$ cat config.mk
export PLATFORM = sky130hd
export DESIGN_NAME = alu_arbiter
export DESIGN_NICKNAME = d
export VERILOG_FILES = /design/src/rtl/alu_arbiter.sv
export SDC_FILE = /design/constraint.sdc
export NUM_CORES = 1
export LEC_CHECK = 0
export ABC_AREA = 0
export BUFFER_PORTS_ARGS = -buffer_cell sky130_fd_sc_hd__buf_2
export CORE_MARGIN = 5
export CORE_UTILIZATION = 40
export CTS_BUF_LIST = sky130_fd_sc_hd__clkbuf_16
export DETAILED_ROUTE_END_ITERATION = 10
export PLACE_DENSITY_LB_ADDON = 0.15
export SYNTH_ARGS = -nofsm -noshare
export SYNTH_HDL_FRONTEND = slang
export SYNTH_SLANG_ARGS = --single-unit
$ cat constraint.sdc
create_clock -name clk -period 8.39 [get_ports clk]
set_input_delay 0.839 -clock clk [delete_from_list [all_inputs] [get_ports clk]]
set_output_delay 0.839 -clock clk [all_outputs]
set_load 0.01 [all_outputs]
$ cat src/rtl/alu_arbiter.sv
// rtl/alu_arbiter.sv - two-requester round-robin arbiter sharing one 17-bit-result ALU
module alu_arbiter #(
    parameter int CNT_W = 16
) (
    input  logic             clk,
    input  logic             rst,
    input  logic [1:0]       req_valid,
    output logic [1:0]       req_ready,
    input  logic [2:0]       req0_op,
    input  logic [15:0]      req0_a,
    input  logic [15:0]      req0_b,
    input  logic [2:0]       req1_op,
    input  logic [15:0]      req1_a,
    input  logic [15:0]      req1_b,
    output logic             rsp_valid,
    input  logic             rsp_ready,
    output logic             rsp_id,
    output logic [16:0]      rsp_data,
    input  logic             clr_cnt,
    output logic [CNT_W-1:0] gnt_cnt0,
    output logic [CNT_W-1:0] gnt_cnt1
);

    localparam logic [2:0] OP_ADD = 3'd0;
    localparam logic [2:0] OP_SUB = 3'd1;
    localparam logic [2:0] OP_AND = 3'd2;
    localparam logic [2:0] OP_OR  = 3'd3;
    localparam logic [2:0] OP_XOR = 3'd4;
    localparam logic [2:0] OP_SHL = 3'd5;
    localparam logic [2:0] OP_SHR = 3'd6;
    localparam logic [2:0] OP_CMP = 3'd7;

    localparam logic [CNT_W-1:0] CNT_ONE = {{(CNT_W-1){1'b0}}, 1'b1};

    // Priority pointer: requester that wins the next contested cycle.
    logic        ptr;
    logic        free;
    logic        grant;
    logic        sel;
    logic [2:0]  alu_op;
    logic [15:0] alu_a;
    logic [15:0] alu_b;
    logic        big_shift;
    logic [16:0] alu_y;

    // Arbitration: grant only when the result register can take a new value and not in reset.
    always_comb begin
        free  = !rsp_valid || rsp_ready;
        grant = 1'b0;
        sel   = ptr;
        if (!rst && free) begin
            case (req_valid)
                2'b01:   begin grant = 1'b1; sel = 1'b0; end
                2'b10:   begin grant = 1'b1; sel = 1'b1; end
                2'b11:   begin grant = 1'b1; sel = ptr;  end
                default: begin grant = 1'b0; sel = ptr;  end
            endcase
        end
        req_ready = 2'b00;
        if (grant) begin
            req_ready = sel ? 2'b10 : 2'b01;
        end
    end

    // Operand steering: only the selected requester drives the shared ALU.
    always_comb begin
        if (sel) begin
            alu_op = req1_op;
            alu_a  = req1_a;
            alu_b  = req1_b;
        end else begin
            alu_op = req0_op;
            alu_a  = req0_a;
            alu_b  = req0_b;
        end
    end

    // Shared ALU; shift amounts of 17 or more flush the result to zero.
    always_comb begin
        big_shift = (|alu_b[15:5]) || (alu_b[4:0] >= 5'd17);
        case (alu_op)
            OP_ADD:  alu_y = {1'b0, alu_a} + {1'b0, alu_b};
            OP_SUB:  alu_y = {1'b0, alu_a} - {1'b0, alu_b};
            OP_AND:  alu_y = {1'b0, alu_a & alu_b};
            OP_OR:   alu_y = {1'b0, alu_a | alu_b};
            OP_XOR:  alu_y = {1'b0, alu_a ^ alu_b};
            OP_SHL:  alu_y = big_shift ? 17'd0 : ({1'b0, alu_a} << alu_b[4:0]);
            OP_SHR:  alu_y = big_shift ? 17'd0 : {1'b0, alu_a >> alu_b[4:0]};
            OP_CMP: begin
                if (alu_a == alu_b) begin
                    alu_y = 17'd0;
                end else if (alu_a > alu_b) begin
                    alu_y = 17'd1;
                end else begin
                    alu_y = 17'd2;
                end
            end
            default: alu_y = 17'd0;
        endcase
    end

    // Result register: load on grant, drop valid when consumed without a replacement.
    always_ff @(posedge clk or posedge rst) begin
        if (rst) begin
            rsp_valid <= 1'b0;
            rsp_id    <= 1'b0;
            rsp_data  <= 17'd0;
        end else if (grant) begin
            rsp_valid <= 1'b1;
            rsp_id    <= sel;
            rsp_data  <= alu_y;
        end else if (rsp_ready) begin
            rsp_valid <= 1'b0;
        end
    end

    // Pointer moves to the loser after every grant, otherwise holds.
    always_ff @(posedge clk or posedge rst) begin
        if (rst) begin
            ptr <= 1'b0;
        end else if (grant) begin
            ptr <= ~sel;
        end
    end

    // Grant counters; clear wins over a same-cycle increment.
    always_ff @(posedge clk or posedge rst) begin
        if (rst) begin
            gnt_cnt0 <= '0;
            gnt_cnt1 <= '0;
        end else if (clr_cnt) begin
            gnt_cnt0 <= '0;
            gnt_cnt1 <= '0;
        end else if (grant) begin
            if (sel) begin
                gnt_cnt1 <= gnt_cnt1 + CNT_ONE;
            end else begin
                gnt_cnt0 <= gnt_cnt0 + CNT_ONE;
            end
        end
    end

endmodule

### Word-level counts from Yosys, hierarchy flattened

Index checks and enable logic that the tools add are counted.

| word-level totals | value |
|---|---|
| flip-flop bits (word level) | 52 |
| bits in latches | 0 |
| memory bits (writable) | 0 |
| memory bits (read-only) | 0 |
| input port bits | 76 |
| output and inout bits | 53 |
| word-level logic and storage cells | 65 |
| memories | 0 |

| operators by class | value |
|---|---|
| add/sub/neg operators | 4 |
| multipliers | 0 |
| divide/modulo/power cells | 0 |
| $lt $le $gt $ge | 2 |
| equality and inequality tests | 12 |
| shift-type cells | 2 |
| mux-type cells | 22 |
| bitwise logic cells | 4 |
| reduce and logical (&&, ||, !) cells | 13 |

Operators by type and width:

| operator | number |
|---|---|
| $mux W16 | 9 |
| $pmux W17 S8 | 1 |
| $add A16 B1 Y16 const B | 2 |
| $add A16 B16 Y17 | 1 |
| $mux W17 | 1 |
| $shl A16 B5 Y17 | 1 |
| $sub A16 B16 Y17 | 1 |
| $and A16 B16 Y16 | 1 |
| $eq A16 B16 Y1 | 1 |
| $gt A16 B16 Y1 | 1 |
| $or A16 B16 Y16 | 1 |
| $shr A16 B5 Y16 | 1 |
| $xor A16 B16 Y16 | 1 |
| $eq A3 B3 Y1 const B | 4 |
| $reduce_or A11 Y1 | 1 |
| $mux W2 | 4 |
| $eq A3 B2 Y1 const B | 2 |
| $reduce_bool A2 Y1 | 3 |
| $ge A5 B5 Y1 const B | 1 |
| $mux W1 | 5 |
| $eq A2 B2 Y1 const B | 2 |
| $reduce_and A2 Y1 | 2 |
| $eq A3 B1 Y1 const B | 1 |
| $logic_not A3 Y1 | 1 |
| other kinds (9) | 11 |

### Depth between registers and ports, before layout

Gate-level depths: netlist (run 1).

| logic depth | value |
|---|---|
| word-level depth | 9 |
| depth in mapped cells | 23 |

### Worst setup path before layout (run 1)

Ideal clock, no wire load.

| timing path | value |
|---|---|
| path kind | input to register |
| start | in req_valid[0] |
| end | reg rsp_data[14] |
| arrival | 4.667 ns |
| slack | 3.597 ns |
| cell stages on the path | 21 |
| path buffers | 6 |
| cell sequence | inv_1 ha_1 nor2b_1 buf_4 nand3_2 and2_1 buf_2 buf_4 mux2i_1 buf_2 buf_2 ha_1 clkbuf_1 a21oi_1 nor2b_1 o41ai_1 a21oi_1 a31oi_1 xor2_1 o22ai_1 o32a_1 |

| on the way | value |
|---|---|
| cells in the longest elaborated chain, start to end | 8 |
| elaborated cells on any way between the ends | 32 |

Ends and longest elaborated chain:

| what | RTL line | RTL |
|---|---|---|
| from (decl) | 7 | `input logic [1:0] req_valid,` |
| parallel branches: the longest is 8 deep, another holds $sub A16 B16 Y17 | n/a |  |
| to (signal assigned) | 111 | `rsp_data <= alu_y;` |
| to (decl) | 18 | `output logic [16:0] rsp_data,` |

Several ways; the timed one is not identified.
A chain may end at the register's enable or synchronous reset.

### Final worst setup path (run 1)

Ends and elaborated chain as after synthesis.

==> flow_metrics.env, run 1 <==
export IMPL_ant_nets=0
export IMPL_numCtsBuffers=5
export IMPL_fillCellCount=1871
export IMPL_path_cells="buf_2 -> inv_1 -> ha_1 -> nand3_2 -> nand2_4 -> mux2_1 -> inv_2 -> ha_1 -> o21bai_1 -> a21oi_1 -> nor2b_1 -> o41ai_1 -> a21oi_1 -> a31oi_1 -> xor2_1 -> o22ai_1 -> o32a_1"
export IMPL_grt_max_degree=53
export IMPL_crit_arrival_ps=6180
export IMPL_post_cts_buffers=0
export IMPL_htreeDepth=2
export IMPL_clk_latency_ps=310
export IMPL_yosys_top_cells_area="dfrtp_1, ha_1, mux2i_1"
export IMPL_period_needed_ps=5990
export IMPL_synth_edf_count=0
export IMPL_grt_overflow_total=0
export IMPL_end_kind="register"
export IMPL_cts_tree="built"
export IMPL_synth_cells=970
export IMPL_routedWlPerCell_um=20.0
export IMPL_crit_family="compound AO/OA/AOI/OAI gates"
export IMPL_fin_nets=1177
export IMPL_drt_iter0_markers=729
export IMPL_hpwl_um=19800
export IMPL_seq_area_frac_synth_pct=18.0
export IMPL_fin_tns_setup_ps=0
export IMPL_gp_congestion=0.968
export IMPL_via_per_inst=5.94
export IMPL_cts_hold_buf=0
export IMPL_vias=7591
export IMPL_max_slew_margin_pct=34.5
export IMPL_p_per_area_mw_per_mm2=215
export IMPL_firstDrtPassIters=7
export IMPL_diodes=0
export IMPL_syn_avg_cell_area_um2=7.47
export IMPL_syn_num_nets=1100
export IMPL_synthFlopType="dfrtp_1"
export IMPL_rows=49
export IMPL_maxSlewViolCount=0
export IMPL_fmax_mhz=167
export IMPL_antenna_found_initial=0
export IMPL_cap_violations=0
export IMPL_cts_buffer_depth=2
export IMPL_worst_pin_slew_ps=963
export IMPL_ys_seq_elements=52
export IMPL_grt_pass1_vias=7097
export IMPL_p_leak_uw=0.00363
export IMPL_die_x_um=145
export IMPL_period_share_pct=71.4
export IMPL_clkTransAtPathRegs_ps=70
export IMPL_cts_resized=0
export IMPL_fin_skew_ps=12.5
export IMPL_peakVddDrop_mv=0.0897
export IMPL_critPathKind="input port to register"
export IMPL_cp_num_buf_inv=3
export IMPL_status="finished, final reports clean"
export IMPL_die_h_um=145
export IMPL_synth_top_cell_area_share_pct=18.0
export IMPL_crit_slowest_cell="mux2_1"
export IMPL_areaGrowthSynthToFinish_pct=11.0
export IMPL_hold_path_class="register to register"
export IMPL_syn_area_mm2=0.00724
export IMPL_clock_root_buffer="clkbuf_16"
export IMPL_grt_total_usage_pct=23.9
export IMPL_drive_gt1_share_pct=18.2
export IMPL_initial_utilization_pct=40.5
export IMPL_critical_path_max_stage_delay_ps=800
export IMPL_grt_pass1_wl_um=39300
export IMPL_synth_common_cells="nand2_1, nor2_1, a21oi_1"
export IMPL_cp_max_fo=30
export IMPL_cp_start_kind="input port"
export IMPL_drt_total_wl_um=25500
export IMPL_rsz0062_at_grt="false"
export IMPL_core_mm2=0.0179
export IMPL_port_buffers=128
export IMPL_die_area_mm2=0.0209
export IMPL_hold_viol_final=0
export IMPL_drc=0
export IMPL_num_io_pins=129
export IMPL_cp_required_ps=8580
export IMPL_yosysUniqueCellTypes=83
export IMPL_yosysWarnings=0
export IMPL_async_flop_share_pct=100
export IMPL_clkSinkCount=52
export IMPL_finalSetupViolations=0
export IMPL_timing_hold_ws_ps=482
export IMPL_synth_most_common_cell="nand2_1"
export IMPL_synth_top_area_cell="dfrtp_1"
worst reg2reg max path, delay by kind of cell (launching register included):
kind,cells,cell delay (ps)
AOI/OAI and AO/OA,7,1910
buffers and inverters,1,420
DFF,1,390
and+or+nand+nor,4,1320
adders and majority gates,1,360
muxes,1,800
xor gates and xnor gates,1,170
registers in the layout, indices dropped and copies added, names as in the netlist:
signal     cells
rsp_data      17
gnt_cnt0      16
gnt_cnt1      16
ptr            1
rsp_id         1
rsp_valid      1
final timing paths:
| path | startpoint | end | slack [ps] | cells past startpoint |
|---|---|---|---|---|
| hold / removal | rsp_data[11] | rsp_data[11] | 480 | 1 |
| max in group asynchronous | rst | rsp_data[14] | 7170 | 3 |
| hold reg to reg | rsp_data[11] | rsp_data[11] | 480 | 1 |
| setup reg to reg | rsp_valid | rsp_data[14] | 2900 | 15 |
| min in group asynchronous | rst | rsp_valid | 740 | 3 |
| setup / recovery | req_valid[0] | rsp_data[14] | 2400 | 17 |
where the power goes:
part / internal, µW / total, µW / leakage [µW] / switching, µW
sequential: 287 / 322 / 0.000683 / 34.5
clock: 113 / 218 / 0.0000708 / 105
combinational: 444 / 1190 / 0.00288 / 742
total: 844 / 1730 / 0.00363 / 881
cells by family (layout without fill, tap and decap cells):
group / after synthesis / in the layout / share of synthesized area, %
muxes: 65 / 65 / 9.64
adders and majority gates: 54 / 54 / 9.53
AOI/OAI and AO/OA: 279 / 279 / 26.5
xor gates and xnor gates: 41 / 41 / 4.96
buffers and inverters: 117 / 195 / 7.63
and+or+nand+nor: 362 / 362 / 23.7
DFF: 52 / 52 / 18.0
metal layers:
metal / vias to the layer above / part of all wire [%] / track usage [%]
met2: 306 / 46 / 39.1
met5: - / 0 / 0
li1: 3650 / - / -
met3: 47 / 7.2 / 3.21
met4: 0 / 2.3 / 6.43
met1: 3588 / 44 / 33.2
cell type report:
class / instances / area (µm²) / share of cell area [%]
Multi-Input combinational cell: 801 / 5400 / 67.2
Sequential cell: 52 / 1300 / 16.2
Timing Repair Buffer: 137 / 708 / 8.81
Tap cell: 229 / 287 / 3.56
Inverter: 50 / 193 / 2.40
Clock buffer: 5 / 125 / 1.56
Clock inverter: 3 / 25.0 / 0.311
through the flow:
step           std cells  power, µW  setup slack (ps)  instance area [µm²]  utilization [%]
2_1_floorplan        970       1190              3600                 7240                -
3_3_place_gp        1269       1490              2270                 7890             44.1
3_5_place_dp        1269       1490              2200                 7890             44.1
4_1_cts             1277       1720              2500                 8040             44.9
5_1_grt             1277       1850              2070                 8040             44.9
6_report            1277       1730              2400                 8040             44.9
cells in the final DEF, fill, tap and decap left out, types with 4 or more instances in the layout:
master     Yosys  routed
a21o_1        14      14
and2_1         5       5
nand2_1      113     113
mux2_2        11      11
o22ai_1        9       9
xnor2_1       16      16
nand2b_1      34      34
a21oi_1       74      74
xor2_1        25      25
nand3_1       26      26
or3_1         14      14
nand4_1       10      10
nor2_1        97      97
and3_1         7       7
mux2i_1       49      47
a211oi_1      24      24
nor4_1        10      10
inv_2          8       9
inv_1         38      37
dfrtp_1       52      52
o21ai_0       35      35
o211ai_1      11      11
o31ai_1        4       4
buf_4          5       9
mux2i_2        2       4
nor3_1        20      19
clkbuf_16      0       5
o21ai_1       11      11
o21a_1         5       5
a221oi_1       6       6
o221ai_1       9       9
buf_2         24     128
ha_1          52      52
a311o_1       12      12
nor2b_1        8       8
a31oi_1       19      19
(Power assumes the default switching activity.)
==> inputs of run 2 (changes only) <==
==> constraint.sdc (replaced) <==
create_clock -name clk -period 5.1 [get_ports clk]
set_input_delay 0.51 -clock clk [delete_from_list [all_inputs] [get_ports clk]]
set_output_delay 0.51 -clock clk [all_outputs]
set_load 0.01 [all_outputs]
==> flow_metrics.env, run 2 (synthesis results as in run 1) <==
export IMPL_status="finished, final reports clean"
export IMPL_hpwl_um=21200
export IMPL_top_regs="rsp_data (17), gnt_cnt0 (16), gnt_cnt1 (16)"
export IMPL_drt_total_wl_um=26900
export IMPL_cp_max_fo=16
export IMPL_grt_total_usage_pct=25.1
export IMPL_cts_hold_buf=0
export IMPL_firstDrtPassIters=5
export IMPL_areaGrowthSynthToFinish_pct=12.4
export IMPL_largest_reg_flops=17
export IMPL_cts_resized=0
export IMPL_cp_required_ps=5270
export IMPL_gp_congestion=0.970
export IMPL_fin_tns_setup_ps=0
export IMPL_numCtsBuffers=5
export IMPL_post_cts_buffers=0
export IMPL_die_h_um=145
export IMPL_drive_gt1_share_pct=19.1
export IMPL_drc=0
export IMPL_period_share_pct=87.7
export IMPL_drt_iter0_markers=572
export IMPL_p_leak_uw=0.00370
export IMPL_grt_overflow_total=0
export IMPL_cts_tree="built"
export IMPL_port_buffers=128
export IMPL_critPathKind="input port to register"
export IMPL_clkSinkCount=52
export IMPL_core_mm2=0.0179
export IMPL_cap_violations=0
export IMPL_clock_root_buffer="clkbuf_16"
export IMPL_hold_viol_final=0
export IMPL_routedWlPerCell_um=20.8
export IMPL_p_per_area_mw_per_mm2=355
export IMPL_num_io_pins=129
export IMPL_die_x_um=145
export IMPL_initial_utilization_pct=40.5
export IMPL_grt_pass1_wl_um=40700
export IMPL_stdcell_area_mm2=0.00814
export IMPL_diodes=0
export IMPL_htreeDepth=2
export IMPL_fin_nets=1192
export IMPL_maxSlewViolCount=0
export IMPL_finalSetupViolations=0
export IMPL_max_slew_margin_pct=50.6
export IMPL_fin_skew_ps=9.08
export IMPL_cts_buffer_depth=2
export IMPL_rsz0062_at_grt="false"
export IMPL_cp_start_kind="input port"
export IMPL_end_kind="register"
export IMPL_via_per_inst=5.82
export IMPL_place_area_mm2=0.00800
export IMPL_worst_pin_slew_ps=740
export IMPL_crit_arrival_ps=4650
export IMPL_grt_pass1_vias=7140
export IMPL_grt_max_degree=53
export IMPL_antenna_found_initial=2
export IMPL_rows=49
export IMPL_period_needed_ps=4470
export IMPL_fmax_mhz=223
export IMPL_hold_path_class="input port to asynchronous set/reset pin"
export IMPL_fillCellCount=1907
export IMPL_clk_latency_ps=290
export IMPL_clkTransAtPathRegs_ps=70
export IMPL_peakVddDrop_mv=0.223
export IMPL_die_area_mm2=0.0209
export IMPL_ant_nets=0
export IMPL_vias=7514
export IMPL_layout_commonest_cell="buf_2"
export IMPL_largest_register="rsp_data"
export IMPL_most_common_layout_cells="buf_2, nand2_1, nor2_1, a21oi_1"
[run 2: worst paths after layout]
path,start,to,slack [ps],cells past startpoint
min in group clk,rsp_data[5],rsp_data[5],480,2
setup / recovery,req_valid[0],rsp_data[14],630,19
hold / removal,rst,rsp_valid,430,3
setup reg to reg,rsp_valid,rsp_data[14],830,15
max in group asynchronous,rst,rsp_data[9],4190,3
hold reg to reg,rsp_data[5],rsp_data[5],480,2
[run 2: metrics by stage]
step	hold slack, ps	total power (µW)	util, %	cells	setup slack [ps]
final	430	2890	45.5	1292	625
after global routing	494	3100	45.5	1292	363
after CTS	462	2880	45.5	1292	667
after detailed placement	468	2520	44.7	1284	374
after floorplan	514	1950	-	970	636
after global placement	457	2540	44.7	1284	481
[run 2: cell type report]
cell class              count  area (µm²)  area share, %
flip-flops and latches     52        1300           16.0
inverters                  50         193           2.37
repair buffers            152         821           10.1
clock buffers               5         125           1.54
well taps                 229         287           3.52
clock inverters             3        20.0          0.246
multi-input cells         801        5400           66.3
[run 2: report_power, final]
group          switching [µW]  leakage, µW  internal, µW
clock network             153    0.0000712           181
logic                    1280      0.00295           752
registers                43.9     0.000683           473
[run 2: layer usage]
layer | vias up | wire (µm) | global-route usage, %
met5 | - | 13 | 0
met4 | 2 | 772 | 7.31
met3 | 51 | 2030 | 5.52
met2 | 267 | 12200 | 40.2
met1 | 3513 | 11800 | 33.9
li1 | 3681 | - | -
[run 2: critical path, stage by stage]
cell,delay (ps)
buf_2,70
inv_1,50
ha_1,340
nor2b_1,150
buf_4,240
nand3_2,150
nand2_4,180
mux2i_4,330
inv_1,100
ha_1,490
o21bai_1,110
a21oi_1,290
nor2b_1,120
o41ai_1,440
a21oi_1,240
a31oi_1,260
xor2_1,170
o22ai_1,90
o32a_1,300
==> inputs of run 3 (changes only) <==
--- a/config.mk
+++ b/config.mk
@@ -5,7 +5,7 @@
 export SDC_FILE = /design/constraint.sdc
 export NUM_CORES = 1
 export LEC_CHECK = 0
-export ABC_AREA = 0
+export ABC_AREA = 1
 export BUFFER_PORTS_ARGS = -buffer_cell sky130_fd_sc_hd__buf_2
 export CORE_MARGIN = 5
 export CORE_UTILIZATION = 40
==> flow_metrics.env, run 3 <==
export IMPL_rows=48
export IMPL_drt_total_wl_um=25600
export IMPL_ys_seq_elements=52
export IMPL_via_per_inst=5.36
export IMPL_seq_area_frac_synth_pct=18.8
export IMPL_hpwl_um=20700
export IMPL_fmax_mhz=239
export IMPL_status="finished, final reports clean"
export IMPL_grt_pass1_vias=7715
export IMPL_cts_hold_buf=0
export IMPL_crit_arrival_ps=4360
export IMPL_syn_avg_cell_area_um2=5.78
export IMPL_clkSinkCount=52
export IMPL_end_kind="register"
export IMPL_die_h_um=141
export IMPL_yosysUniqueCellTypes=47
export IMPL_cp_required_ps=5280
export IMPL_ant_nets=0
export IMPL_max_slew_margin_pct=39.2
export IMPL_post_cts_buffers=0
export IMPL_synth_cells=1196
export IMPL_vias=8228
export IMPL_top_regs="rsp_data (17), gnt_cnt0 (16), gnt_cnt1 (16)"
export IMPL_clkTransAtPathRegs_ps=60
export IMPL_stdcell_area_mm2=0.00791
export IMPL_synth_most_common_cell="nand2_1"
export IMPL_place_inst=1528
export IMPL_critPathKind="input port to register"
export IMPL_initial_utilization_pct=40.4
export IMPL_grt_max_degree=53
export IMPL_grt_overflow_total=0
export IMPL_period_needed_ps=4190
export IMPL_antenna_found_initial=0
export IMPL_largest_register="rsp_data"
export IMPL_fin_skew_ps=3.25
export IMPL_synthFlopType="dfrtp_1"
export IMPL_syn_num_nets=1326
export IMPL_most_common_layout_cells="nand2_1, inv_1, nand3_1, buf_2, nor2_1"
export IMPL_hold_path_class="input port to asynchronous set/reset pin"
export IMPL_finalSetupViolations=0
export IMPL_p_per_area_mw_per_mm2=342
export IMPL_yosys_top_cells_area="nand2_1, dfrtp_1, nand3_1"
export IMPL_diodes=0
export IMPL_peakVddDrop_mv=0.181
export IMPL_synth_edf_count=0
export IMPL_place_area_mm2=0.00778
export IMPL_met2_length_um=12200
export IMPL_die_x_um=141
export IMPL_cts_buffer_depth=2
export IMPL_layout_commonest_cell="nand2_1"
export IMPL_gp_congestion=1.01
export IMPL_clock_root_buffer="clkbuf_16"
export IMPL_worst_pin_slew_ps=909
export IMPL_largest_reg_flops=17
export IMPL_syn_area_mm2=0.00692
export IMPL_synth_top_cell_area_share_pct=21.1
export IMPL_drc=0
export IMPL_drive_gt1_share_pct=14.2
export IMPL_rsz0062_at_grt="false"
export IMPL_yosysWarnings=0
export IMPL_htreeDepth=2
export IMPL_hold_viol_final=0
export IMPL_die_area_mm2=0.0200
export IMPL_met3_wirelength_um=1650
export IMPL_grt_total_usage_pct=25.2
export IMPL_cts_resized=0
export IMPL_synth_top_area_cell="nand2_1"
export IMPL_r2r_start="ptr"
export IMPL_p_leak_uw=0.00444
export IMPL_top_layer="met4"
export IMPL_firstDrtPassIters=5
export IMPL_r2r_end="rsp_data[1]"
export IMPL_r2r_slack_ps=1170
export IMPL_cp_start_kind="input port"
export IMPL_fin_nets=1440
export IMPL_drt_iter0_markers=735
export IMPL_numCtsBuffers=5
export IMPL_timing_hold_ws_ps=447
export IMPL_grt_pass1_wl_um=40500
export IMPL_async_flop_share_pct=100
export IMPL_wl_met1_um=11000
export IMPL_cp_max_fo=20
export IMPL_core_mm2=0.0171
export IMPL_num_io_pins=129
export IMPL_maxSlewViolCount=0
export IMPL_fin_tns_setup_ps=0
export IMPL_cap_violations=0
export IMPL_finalNonFillerCells=1535
export IMPL_routedWlPerCell_um=16.7
export IMPL_synth_common_cells="nand2_1, inv_1, nand3_1"
export IMPL_clk_latency_ps=290
export IMPL_cts_tree="built"
export IMPL_period_share_pct=82.1
export IMPL_reg2reg_depth=20
export IMPL_areaGrowthSynthToFinish_pct=14.4
export IMPL_port_buffers=128
[run 3: cell count changes in the layout (fill, tap and decap cells not counted), moves of 13 or more]
cell	before	now
nand2_1	113	388
inv_1	38	160
nand2b_1	34	0
xnor2_1	16	0
nand3_1	26	142
a31oi_1	19	3
or3_1	14	0
a211oi_1	24	3
mux2i_1	49	0
o21ai_0	35	56
nor2_1	97	84
[run 3: through the flow]
stage | power, µW | utilization [%] | worst slack (ps)
floorplan | 1810 | - | 404
global placement | 2370 | 45.4 | 770
detailed placement | 2360 | 45.4 | 719
CTS | 2690 | 46.2 | 1020
global route | 2950 | 46.2 | 641
finish | 2710 | 46.2 | 913
[run 3: cell type report]
type                    count  area [µm²]
multi-input cells         940        4820
clock buffers               5         125
clock inverters             2        7.51
fillers                  1900        9210
well taps                 225         282
flip-flops and latches     52        1300
inverters                 169         634
repair buffers            142         746
[run 3: critical path, cell delays in order]
cell and delay [ps]:
buf_2 70, inv_1 40, ha_1 320, inv_1 70, nand2_1 70, nand2_1 130, nand2_2 140, buf_4 230
nand3_1 100, nand2_1 270, inv_1 110, ha_1 340, or2_2 320, o21ai_0 460, a21oi_1 190, o21ai_0 360
nand3_1 160, nand2_1 100, nand2_1 80, nand3_1 100, nand3_1 80, nand2_1 70, nand2_1 40
[run 3: power breakdown]
| part | switching (µW) | internal, µW | total, µW |
|---|---|---|---|
| Sequential | 36.2 | 476 | 512 |
| Clock | 141 | 176 | 317 |
| Combinational | 1290 | 591 | 1880 |
[run 3: cell families after synthesis]
logic type      count (synthesis)  share of synthesized area, %
flops                          52                          18.8
xor+xnor                       15                          1.90
fa+ha+maj                      54                          9.99
buf+inv                       204                          11.6
compound gates                175                          14.2
simple gates                  696                          43.5
[run 3: routing by layer]
| layer | vias to the layer above | track usage, % |
|---|---|---|
| met5 | - | 0 |
| met4 | 0 | 7.68 |
| met3 | 57 | 2.83 |
| met2 | 309 | 42.9 |
| met1 | 3785 | 33.5 |
| li1 | 4077 | - |
[run 3: how the worst max path moves through the flow]
stage	from	to	cells past startpoint	slack [ps]
floorplan	rst	rsp_data[15]	19	400
global placement	req_valid[0]	rsp_data[14]	24	770
detailed placement	req_valid[0]	rsp_data[15]	23	720
CTS	req_valid[0]	rsp_data[1]	23	1020
global route	req_valid[0]	rsp_data[1]	23	640
finish	req_valid[0]	rsp_data[1]	23	910
